--- config.mk ---
export PLATFORM = sky130hd
export DESIGN_NAME = mul_div_unit
export DESIGN_NICKNAME = d
export VERILOG_FILES = /design/src/rtl/mul_div_unit.sv
export SDC_FILE = /design/constraint.sdc
export NUM_CORES = 1
export LEC_CHECK = 0
export ABC_CLOCK_PERIOD_IN_PS = 3700
export CAP_MARGIN = 0
export CORE_MARGIN = 2
export CORE_UTILIZATION = 50
export CTS_CLUSTER_SIZE = 28
export DETAILED_ROUTE_END_ITERATION = 7
export GPL_ROUTABILITY_DRIVEN = 0
export PLACE_DENSITY = 0.73
export SYNTH_ARGS = -nofsm -noshare
export SYNTH_HDL_FRONTEND = slang
export SYNTH_SLANG_ARGS = --single-unit
--- constraint.sdc ---
create_clock -name clk_port -period 3.7 [get_ports clk_port]
set_clock_uncertainty 0.15 [all_clocks]
set_input_delay 0.37 -clock clk_port [delete_from_list [all_inputs] [get_ports clk_port]]
set_output_delay 0.37 -clock clk_port [all_outputs]
set_load 0.01 [all_outputs]
--- src/rtl/mul_div_unit.sv ---
// Multi-cycle MULT/MULTU/DIV/DIVU engine feeding the HI/LO registers.
// One bit per cycle (shift-add multiply, restoring divide) on operand
// magnitudes, followed by one sign-correction cycle.
module mul_div_unit #(
  parameter int unsigned n = 32
) (
  input  logic         clk_port,
  input  logic         rst_port,
  input  logic         start_port,
  input  logic [1:0]   op_port,
  input  logic [n-1:0] a_port,
  input  logic [n-1:0] b_port,
  output logic         busy_port,
  output logic         done_port,
  output logic [n-1:0] hi_port,
  output logic [n-1:0] lo_port
);

  localparam int unsigned CW = (n > 1) ? $clog2(n) : 1;
  localparam logic [CW-1:0] LAST = CW'(n - 1);

  typedef enum logic [1:0] {IDLE, CALC, SIGN, DONE} state_t;

  state_t          state;
  state_t          state_nx;
  logic [CW-1:0]   count;
  logic            is_div;
  logic            neg_lo;
  logic            neg_hi;
  logic            div_zero;
  logic [n-1:0]    a_lat;
  logic [n-1:0]    divisor;
  logic [2*n-1:0]  work;

  // operand magnitudes (signed ops only take absolute values)
  logic            a_neg;
  logic            b_neg;
  logic [n-1:0]    a_mag;
  logic [n-1:0]    b_mag;

  // one iteration of either algorithm
  logic [n-1:0]    addend;
  logic [n:0]      mul_sum;
  logic [n:0]      rem_sh;
  logic [n:0]      trial;
  logic [2*n-1:0]  step_next;

  // sign-corrected results
  logic [2*n-1:0]  prod_neg;
  logic [n-1:0]    res_hi;
  logic [n-1:0]    res_lo;

  assign a_neg = op_port[0] & a_port[n-1];
  assign b_neg = op_port[0] & b_port[n-1];
  assign a_mag = a_neg ? -a_port : a_port;
  assign b_mag = b_neg ? -b_port : b_port;

  // Multiply: work = {partial product, multiplier}; add divisor-held
  // multiplicand into the upper half when lsb set, then shift right.
  // Divide: work = {remainder, dividend/quotient}; shift left one bit,
  // trial-subtract divisor, keep the difference when non-negative.
  assign addend  = work[0] ? divisor : '0;
  assign mul_sum = {1'b0, work[2*n-1:n]} + {1'b0, addend};
  assign rem_sh  = {work[2*n-1:n], work[n-1]};
  assign trial   = rem_sh - {1'b0, divisor};

  // select the next working value for the active algorithm
  always_comb begin
    step_next = '0;
    if (is_div) begin
      if (trial[n])
        step_next = {rem_sh[n-1:0], work[n-2:0], 1'b0};
      else
        step_next = {trial[n-1:0], work[n-2:0], 1'b1};
    end else begin
      step_next = {mul_sum, work[n-1:1]};
    end
  end

  assign prod_neg = -work;

  // sign fix applied at the SIGN edge; divide-by-zero overrides the path
  always_comb begin
    res_hi = work[2*n-1:n];
    res_lo = work[n-1:0];
    if (is_div) begin
      if (div_zero) begin
        res_hi = a_lat;
        res_lo = '1;
      end else begin
        if (neg_hi) res_hi = -work[2*n-1:n];
        if (neg_lo) res_lo = -work[n-1:0];
      end
    end else if (neg_lo) begin
      res_hi = prod_neg[2*n-1:n];
      res_lo = prod_neg[n-1:0];
    end
  end

  // state register
  always_ff @(posedge clk_port or negedge rst_port) begin
    if (!rst_port) state <= IDLE;
    else           state <= state_nx;
  end

  // next-state and status decode
  always_comb begin
    state_nx  = state;
    busy_port = 1'b0;
    done_port = 1'b0;
    case (state)
      IDLE: if (start_port) state_nx = CALC;
      CALC: begin
        busy_port = 1'b1;
        if (count == LAST) state_nx = SIGN;
      end
      SIGN: begin
        busy_port = 1'b1;
        state_nx  = DONE;
      end
      DONE: begin
        done_port = 1'b1;
        state_nx  = IDLE;
      end
      default: state_nx = IDLE;
    endcase
  end

  // datapath: latch operands, iterate, register results
  always_ff @(posedge clk_port or negedge rst_port) begin
    if (!rst_port) begin
      count    <= '0;
      is_div   <= 1'b0;
      neg_lo   <= 1'b0;
      neg_hi   <= 1'b0;
      div_zero <= 1'b0;
      a_lat    <= '0;
      divisor  <= '0;
      work     <= '0;
      hi_port  <= '0;
      lo_port  <= '0;
    end else begin
      case (state)
        IDLE: begin
          if (start_port) begin
            is_div   <= op_port[1];
            neg_lo   <= a_neg ^ b_neg;
            neg_hi   <= a_neg;
            div_zero <= (b_port == '0);
            a_lat    <= a_port;
            divisor  <= b_mag;
            work     <= {{n{1'b0}}, a_mag};
            count    <= '0;
          end
        end
        CALC: begin
          work  <= step_next;
          count <= (count == LAST) ? '0 : count + CW'(1);
        end
        SIGN: begin
          hi_port <= res_hi;
          lo_port <= res_lo;
        end
        default: ;
      endcase
    end
  end

endmodule

==> metrics.md, run 1 <==
| Metric | Value |
|---|---|
| Synth area leader | dfrtp_1 |
| Worst R2R Path Depth | 10 |
| Most common cell in the netlist | nand2_1 |
| Final setup viols | 0 |
| Worst-path cell chain | or4_4 > or4b_1 > or2_4 > or3_1 > buf_4 > or3_1 > nand2_1 > o21ai_1 > a221oi_1 > a31oi_1 |
| Post-synth EDFFs | 0 |
| Switching power | roughly 9 mW |
| Clk sinks | 203 |
| Slowest CP cell | or4b_1 |
| Combinational fraction of design power | 62.6% |
| PD cells | around 960 nW/µm² |
| CTS Buf Count | 25 |
| #FFs+latches synth | a little over 200 |
| FILL cells | ~2800 |
| Drt via density | 6.133 |
| DP Wirelength | a little under 40000 µm |
| Part of the power in registers | 23.4% |
| Synth cell types | 78 |
| Transition time of the tightest slew-check pin | 1.316 ns |
| Vias in the first global route | 15340 |
| Synth area leaders | dfrtp_1 31%, o21ai_0 7.3%, nand2_1 6.0% |
| Leak | 8.553 nW |
| Num rows | 65 |
| CORE AREA | 31720 µm² |
| YS warnings | 0 |
| Worst hold-check path type | in -> async |
| Synth Instances | 2043 |
| Antenna cell count | 0 |
| Die W | approximately 180 µm |
| Die area | 33760 µm² |
| Worst path arrival time | 3.87 ns |
| Tot Pwr | 18.89 mW |
| Final hold viol count | 0 |
| Post-Syn Area | about 16000 µm² |
| DR WL/cell | roughly 20 µm |
| CTS clk-pin slew, worst paths | 0.06 ns |
| Net Count, Synth | about 2200 |
| Final Cycle Share | a little under 100% |
| Worst VDD drop | slightly above 0.5 mV |
| I/O pins | 135 |
| Worst r2r dst | hi_port[27] |
| Async set or reset register ratio after synthesis | between 90% and 100% |
| 1st-iter DRT viols | between 1000 and 1500 |
| Htree depth | 1 |
| Drt total wl | 51670 µm |
| CP startpoint kind | register |
| Status | finished clean |
| Reg area | 5085 µm² |
| Port bufs | 134 |
| Mapped Avg Cell Area | between 7 and 8 µm² |
| Fin nets | about 2300 |
| RR Startpoint | work[11] |
| Initial Util | 50.93% |
| Critical Path RT | 3.96 ns |
| Drt pass-1 iters | 6 |
| Sw Ratio | 47.38% |
| Die Ht | ~180 µm |
| Crit path capture type | register |
| GRT overflow | 0 |
| Max-slew headroom | 12.26% |
| Largest net degree at the start of global routing | 110 |
| Initial antenna violation count | 0 |
| Most used DFF post-synth | dfrtp_1 |
| Setup Crit Path Kind | reg -> reg |
| Multi-input gate area | between 10000 and 15000 µm² |
| Commonest cells post-synth | 258 x nand2_1, 237 x o21ai_0, 203 x dfrtp_1 |
| Fmax | 276.7 MHz |
| Most common cell on crit path | or3_1 |
| Clock power share | 14.0% |
| Area growth syn-to-layout | 21.53% |
| Vias | between 15000 and 20000 |
| Tot GR Track Use | 30.48% |
| CTS max path bufs | 3 |
| Root Buffer | clkbuf_16 |
| Min Hold Slack | 0.2562 ns |
| P_int | ~10 mW |
| Worst path max stage delay | 0.49 ns |
| CTS tree | built |
| Crit path max-delay family | simple AND/OR/NAND/NOR gates |
| Clk_lat worst skew | 0.55 ns |
| Crit path buf inv count | 1 |
| R2R setup slack | approximately 0.086 ns |
| Max Cap Viol | 0 |
| Tmin final | 3.614 ns |
| Register area share after synthesis | 31.45% |
| Share of the synthesized area in the top cell type | a little under a third |
| First-pass GRT wire length | 82330 µm |
| DRT antenna net count | 0 |
| Share of cells above drive strength 1 | between 10% and 20% |
| CP max FO | 7 |
| Max Slew Vio Count | 0 |
| DRC | 0 |
state kept, by name (all words and copies together) (netlist names):
| name | cells |
|---|---|
| hi_port | 32 |
| work | 64 |
| a_lat | 32 |
| is_div | 1 |
| count | 5 |
| div_zero | 1 |
| state | 2 |
| neg_hi | 1 |
| neg_lo | 1 |
| lo_port | 32 |
| divisor | 32 |
kinds of logic after synthesis:
group           synth area share [%]
flops                          31.45
simple gates                   18.48
mux                            5.306
fa+ha+maj                      5.979
compound gates                 23.09
buf+inv                        5.127
xor+xnor                       10.57
final cells by class:
type | count | area share (%)
Timing Repair Buffer | 275 | 12.45
Clock inverter | 13 | 0.9241
Tap cell | 402 | 2.562
Clock buffer | 33 | 3.594
Sequential cell | 203 | 25.90
Multi-Input combinational cell | 1625 | 53.22
Inverter | 71 | 1.357
worst max path at each step:
| stage | slack, ns | startpoint | endpoint | cells past startpoint |
|---|---|---|---|---|
| floorplan | 0.03 | work[32] | work[41] | 14 |
| global route | -0.03 | work[0] | work[57] | 17 |
| CTS | 0.01 | work[31] | work[0] | 14 |
| finish | 0.09 | work[11] | hi_port[27] | 10 |
| detailed placement | -0.16 | divisor[0] | work[48] | 13 |
| global placement | -0.04 | work[0] | work[59] | 13 |
per-stage QoR:
stage / utilization (%) / worst slack [ns] / area (µm²) / instances / TNS, ns
2_1_floorplan: - / 0.03204 / 16170 / 2043 / 0
3_3_place_gp: 58.40 / -0.03984 / 18520 / 2568 / -0.2524
3_5_place_dp: 58.40 / -0.1566 / 18520 / 2568 / -2.787
4_1_cts: 61.41 / 0.01354 / 19480 / 2618 / 0
5_1_grt: 61.90 / -0.03075 / 19630 / 2622 / -0.03075
6_report: 61.90 / 0.08556 / 19630 / 2622 / 0
routing by layer:
metal  routed length, µm  part of all wire (%)  track usage (%)
met5                   0                     0                0
met4                2676                   5.2            14.02
met3                4137                   8.0            3.566
met2               23720                    46            50.07
met1               21130                    41            40.31
cell usage in the layout (no fill, tap or decap), drive strengths merged, types with 29 or more instances in the layout:
cell / instances
buf: 140
nor3: 30
xnor2: 88
nor2: 178
a21oi: 168
inv: 72
mux2: 29
xor2: 108
o21ai: 239
nand3: 29
a21o: 30
ha: 74
clkdlybuf4s50: 133
clkbuf: 34
nand2b: 37
dfrtp: 203
mux2i: 53
nand2: 258
o31ai: 38
power by group through the flow:
| stage | registers [mW] | logic (mW) | clock network (mW) |
|---|---|---|---|
| floorplan | 4.04 | 7.74 | 0 |
| global placement | 4.35 | 11.0 | 0 |
| detailed placement | 4.40 | 11.3 | 0 |
| CTS | 4.38 | 11.5 | 2.67 |
| global route | 4.55 | 13.0 | 2.76 |
| finish | 4.43 | 11.8 | 2.64 |
repair_timing:
action | 4_1_cts | 5_1_grt
hold buffers | 1 | 0
pin swaps | 1 | 6
gates resized for setup | 6 | 26
gates cloned | 1 | 0
setup endpoints to repair | 29 | 47
buffers inserted | 2 | 4
endpoints found under the hold margin | 72 | 0
(Power assumes the default switching activity.)
==> run 2, diff against run 1 <==
--- a/config.mk
+++ b/config.mk
@@ -5,14 +5,14 @@
 export SDC_FILE = /design/constraint.sdc
 export NUM_CORES = 1
 export LEC_CHECK = 0
-export ABC_CLOCK_PERIOD_IN_PS = 3700
+export ABC_CLOCK_PERIOD_IN_PS = 4630
 export CAP_MARGIN = 0
 export CORE_MARGIN = 2
 export CORE_UTILIZATION = 50
 export CTS_CLUSTER_SIZE = 28
 export DETAILED_ROUTE_END_ITERATION = 7
 export GPL_ROUTABILITY_DRIVEN = 0
-export PLACE_DENSITY = 0.73
+export PLACE_DENSITY = 0.7
 export SYNTH_ARGS = -nofsm -noshare
 export SYNTH_HDL_FRONTEND = slang
 export SYNTH_SLANG_ARGS = --single-unit
==> constraint.sdc (replaced) <==
create_clock -name clk_port -period 4.63 [get_ports clk_port]
set_clock_uncertainty 0.15 [all_clocks]
set_input_delay 0.463 -clock clk_port [delete_from_list [all_inputs] [get_ports clk_port]]
set_output_delay 0.463 -clock clk_port [all_outputs]
set_load 0.01 [all_outputs]
==> metrics.md, run 2 (same netlist as run 1, synthesis figures left out) <==
| Metric | Value |
|---|---|
| Combinational fraction of design power | 61.0% |
| CTS tree | built |
| CTS clk-pin slew, worst paths | roughly 0.06 ns |
| Root Buffer | clkbuf_16 |
| Final Cycle Share | 93.51% |
| CTS max path bufs | 3 |
| Fin nets | 2248 |
| Commonest non-fill, non-tap cell in the layout | nand2_1 |
| Area growth syn-to-layout | 15.67% |
| Port bufs | about 130 |
| Drt pass-1 iters | 8 |
| Num rows | 65 |
| Reg area | around 5100 µm² |
| Share of cells above drive strength 1 | 6.318% |
| Crit path capture type | register |
| Final hold viol count | 0 |
| Die Ht | 183.7 µm |
| Cell Area, Placed | 17810 µm² |
| Initial antenna violation count | 0 |
| Min Hold Slack | between 0.3 and 0.4 ns |
| CP startpoint kind | register |
| Post-layout instance area | 18690 µm² |
| PD cells | 772.8 nW/µm² |
| I/O pins | 135 |
| Vias | 15440 |
| Transition time of the tightest slew-check pin | 1.239 ns |
| GRT overflow | 0 |
| Antenna cell count | 0 |
| Worst hold-check path type | reg -> reg |
| Worst VDD drop | ~0.52 mV |
| Worst R2R Path Depth | 14 |
| Final setup viols | 0 |
| Max reg flops | 64 |
| Fmax | 231.0 MHz |
| DRC | 2 |
| CTS Buf Count | 24 |
| Die W | 183.7 µm |
| Max-slew headroom | 17.38% |
| Sw Ratio | 48.11% |
| Leak | 8.004 nW |
| Biggest register | work |
| Clock power share | a little over an eighth |
| Worst-path cell chain | inv_1 > buf_4 > nor2_1 > ha_1 > a21oi_1 > nand2_1 > a221o_1 > o2111ai_1 > a21oi_1 > o21ai_0 > mux2_2 > a2111oi_0 > xnor2_1 > a221o_1 |
| Drt via density | 6.119 |
| FILL cells | 2918 |
| First-pass GRT wire length | 80410 µm |
| Largest net degree at the start of global routing | 96 |
| Die area | 33760 µm² |
| Worst path arrival time | 4.62 ns |
| Post-route setup TNS | 0 ns |
| Max Slew Vio Count | 0 |
| DP Wirelength | 37750 µm |
| Initial Util | 50.93% |
| Part of the power in registers | 25.2% |
| 1st-iter DRT viols | ~1300 |
| Critical Path RT | 4.92 ns |
| Failing checks | design-rule violations |
| Slowest CP cell | a2111oi_0 |
| CORE AREA | 31720 µm² |
| Clk sinks | roughly 200 |
| Unrepaired setup endpoints after global routing | no |
| Drt total wl | 50370 µm |
| Vias in the first global route | 14780 |
| CP max FO | 10 |
| Max Cap Viol | 0 |
| Most frequent cells in the layout | 257 x nand2_1, 237 x o21ai_0, 201 x dfrtp_1, 177 x nor2_1, 168 x a21oi_1 |
| Clk_lat worst skew | ~0.55 ns |
| P_int | between 7 and 8 mW |
| Htree depth | 1 |
| Status | complete, but fails checks |
| Hold path depth | 2 |
| Non-filler cells, final | roughly 2500 |
| Placed cells | 2474 |
| DR WL/cell | 19.96 µm |
| Switching power | about 6.9 mW |
| Worst path max stage delay | 0.60 ns |
| Multi-input gate area | 10290 µm² |
| Tot GR Track Use | approximately 30% |
| Setup Crit Path Kind | reg -> reg |
| DRT antenna net count | 0 |
| Tmin final | 4.329 ns |
## run 2: path summary, 6_finish.rpt
path / startpoint / to / slack, ns
max in group asynchronous: rst_port / divisor[22] / 2.86
worst min-delay path: divisor[21] / divisor[21] / 0.32
worst min register to register: divisor[21] / divisor[21] / 0.32
worst max register to register: work[0] / work[59] / 0.30
min in group asynchronous: rst_port / hi_port[8] / 0.38
worst max-delay path: work[0] / work[59] / 0.30
## run 2: area by class of cell
cell class	count	area share [%]
timing repair buffer	179	9.221
clock inverter	10	0.7634
sequential	203	27.21
clock buffer	34	3.629
inverter	71	1.426
multi-input combinational	1624	55.06
tap	402	2.692
## run 2: what timing repair did
action | CTS | global route
endpoints found under the setup margin | 0 | 7
hold buffers | 1 | 0
hold endpoints to repair | 92 | 0
resized for setup | 0 | 1
setup buffers | 0 | 4
## run 2: power by group through the flow
stage	Clock, mW	Combinational [mW]	Sequential [mW]
finish	1.98	8.81	3.65
global placement	0	8.38	3.62
global route	2.08	9.76	3.75
CTS	2.01	8.59	3.62
detailed placement	0	8.53	3.64
floorplan	0	6.16	3.23
## run 2: stage by stage
stage | setup WS, ns | power [mW] | utilization (%)
global route | 0.07775 | 15.59 | 58.91
floorplan | 0.5767 | 9.390 | -
CTS | 0.2955 | 14.21 | 58.76
global placement | 0.4154 | 11.99 | 56.14
finish | 0.3007 | 14.44 | 58.91
detailed placement | 0.3258 | 12.17 | 56.14
## run 2: critical path: cells and delay by family (launching register included)
kind,cells,cell delay [ns]
adder cells (fa/ha/maj),1,0.20
XOR/XNOR,1,0.17
AO/OA/AOI/OAI,7,2.27
multiplexers,1,0.37
AND/OR/NAND/NOR,2,0.15
flip-flops,1,0.50
buffers and inverters,2,0.43
## run 2: layer usage
layer,vias to the layer above,global-route usage (%),share of wire (%)
li1,7330,-,-
met4,0,11.52,4.1
met3,120,4.913,8.3
met2,664,48.78,46
met5,-,0,0
met1,7325,39.96,42
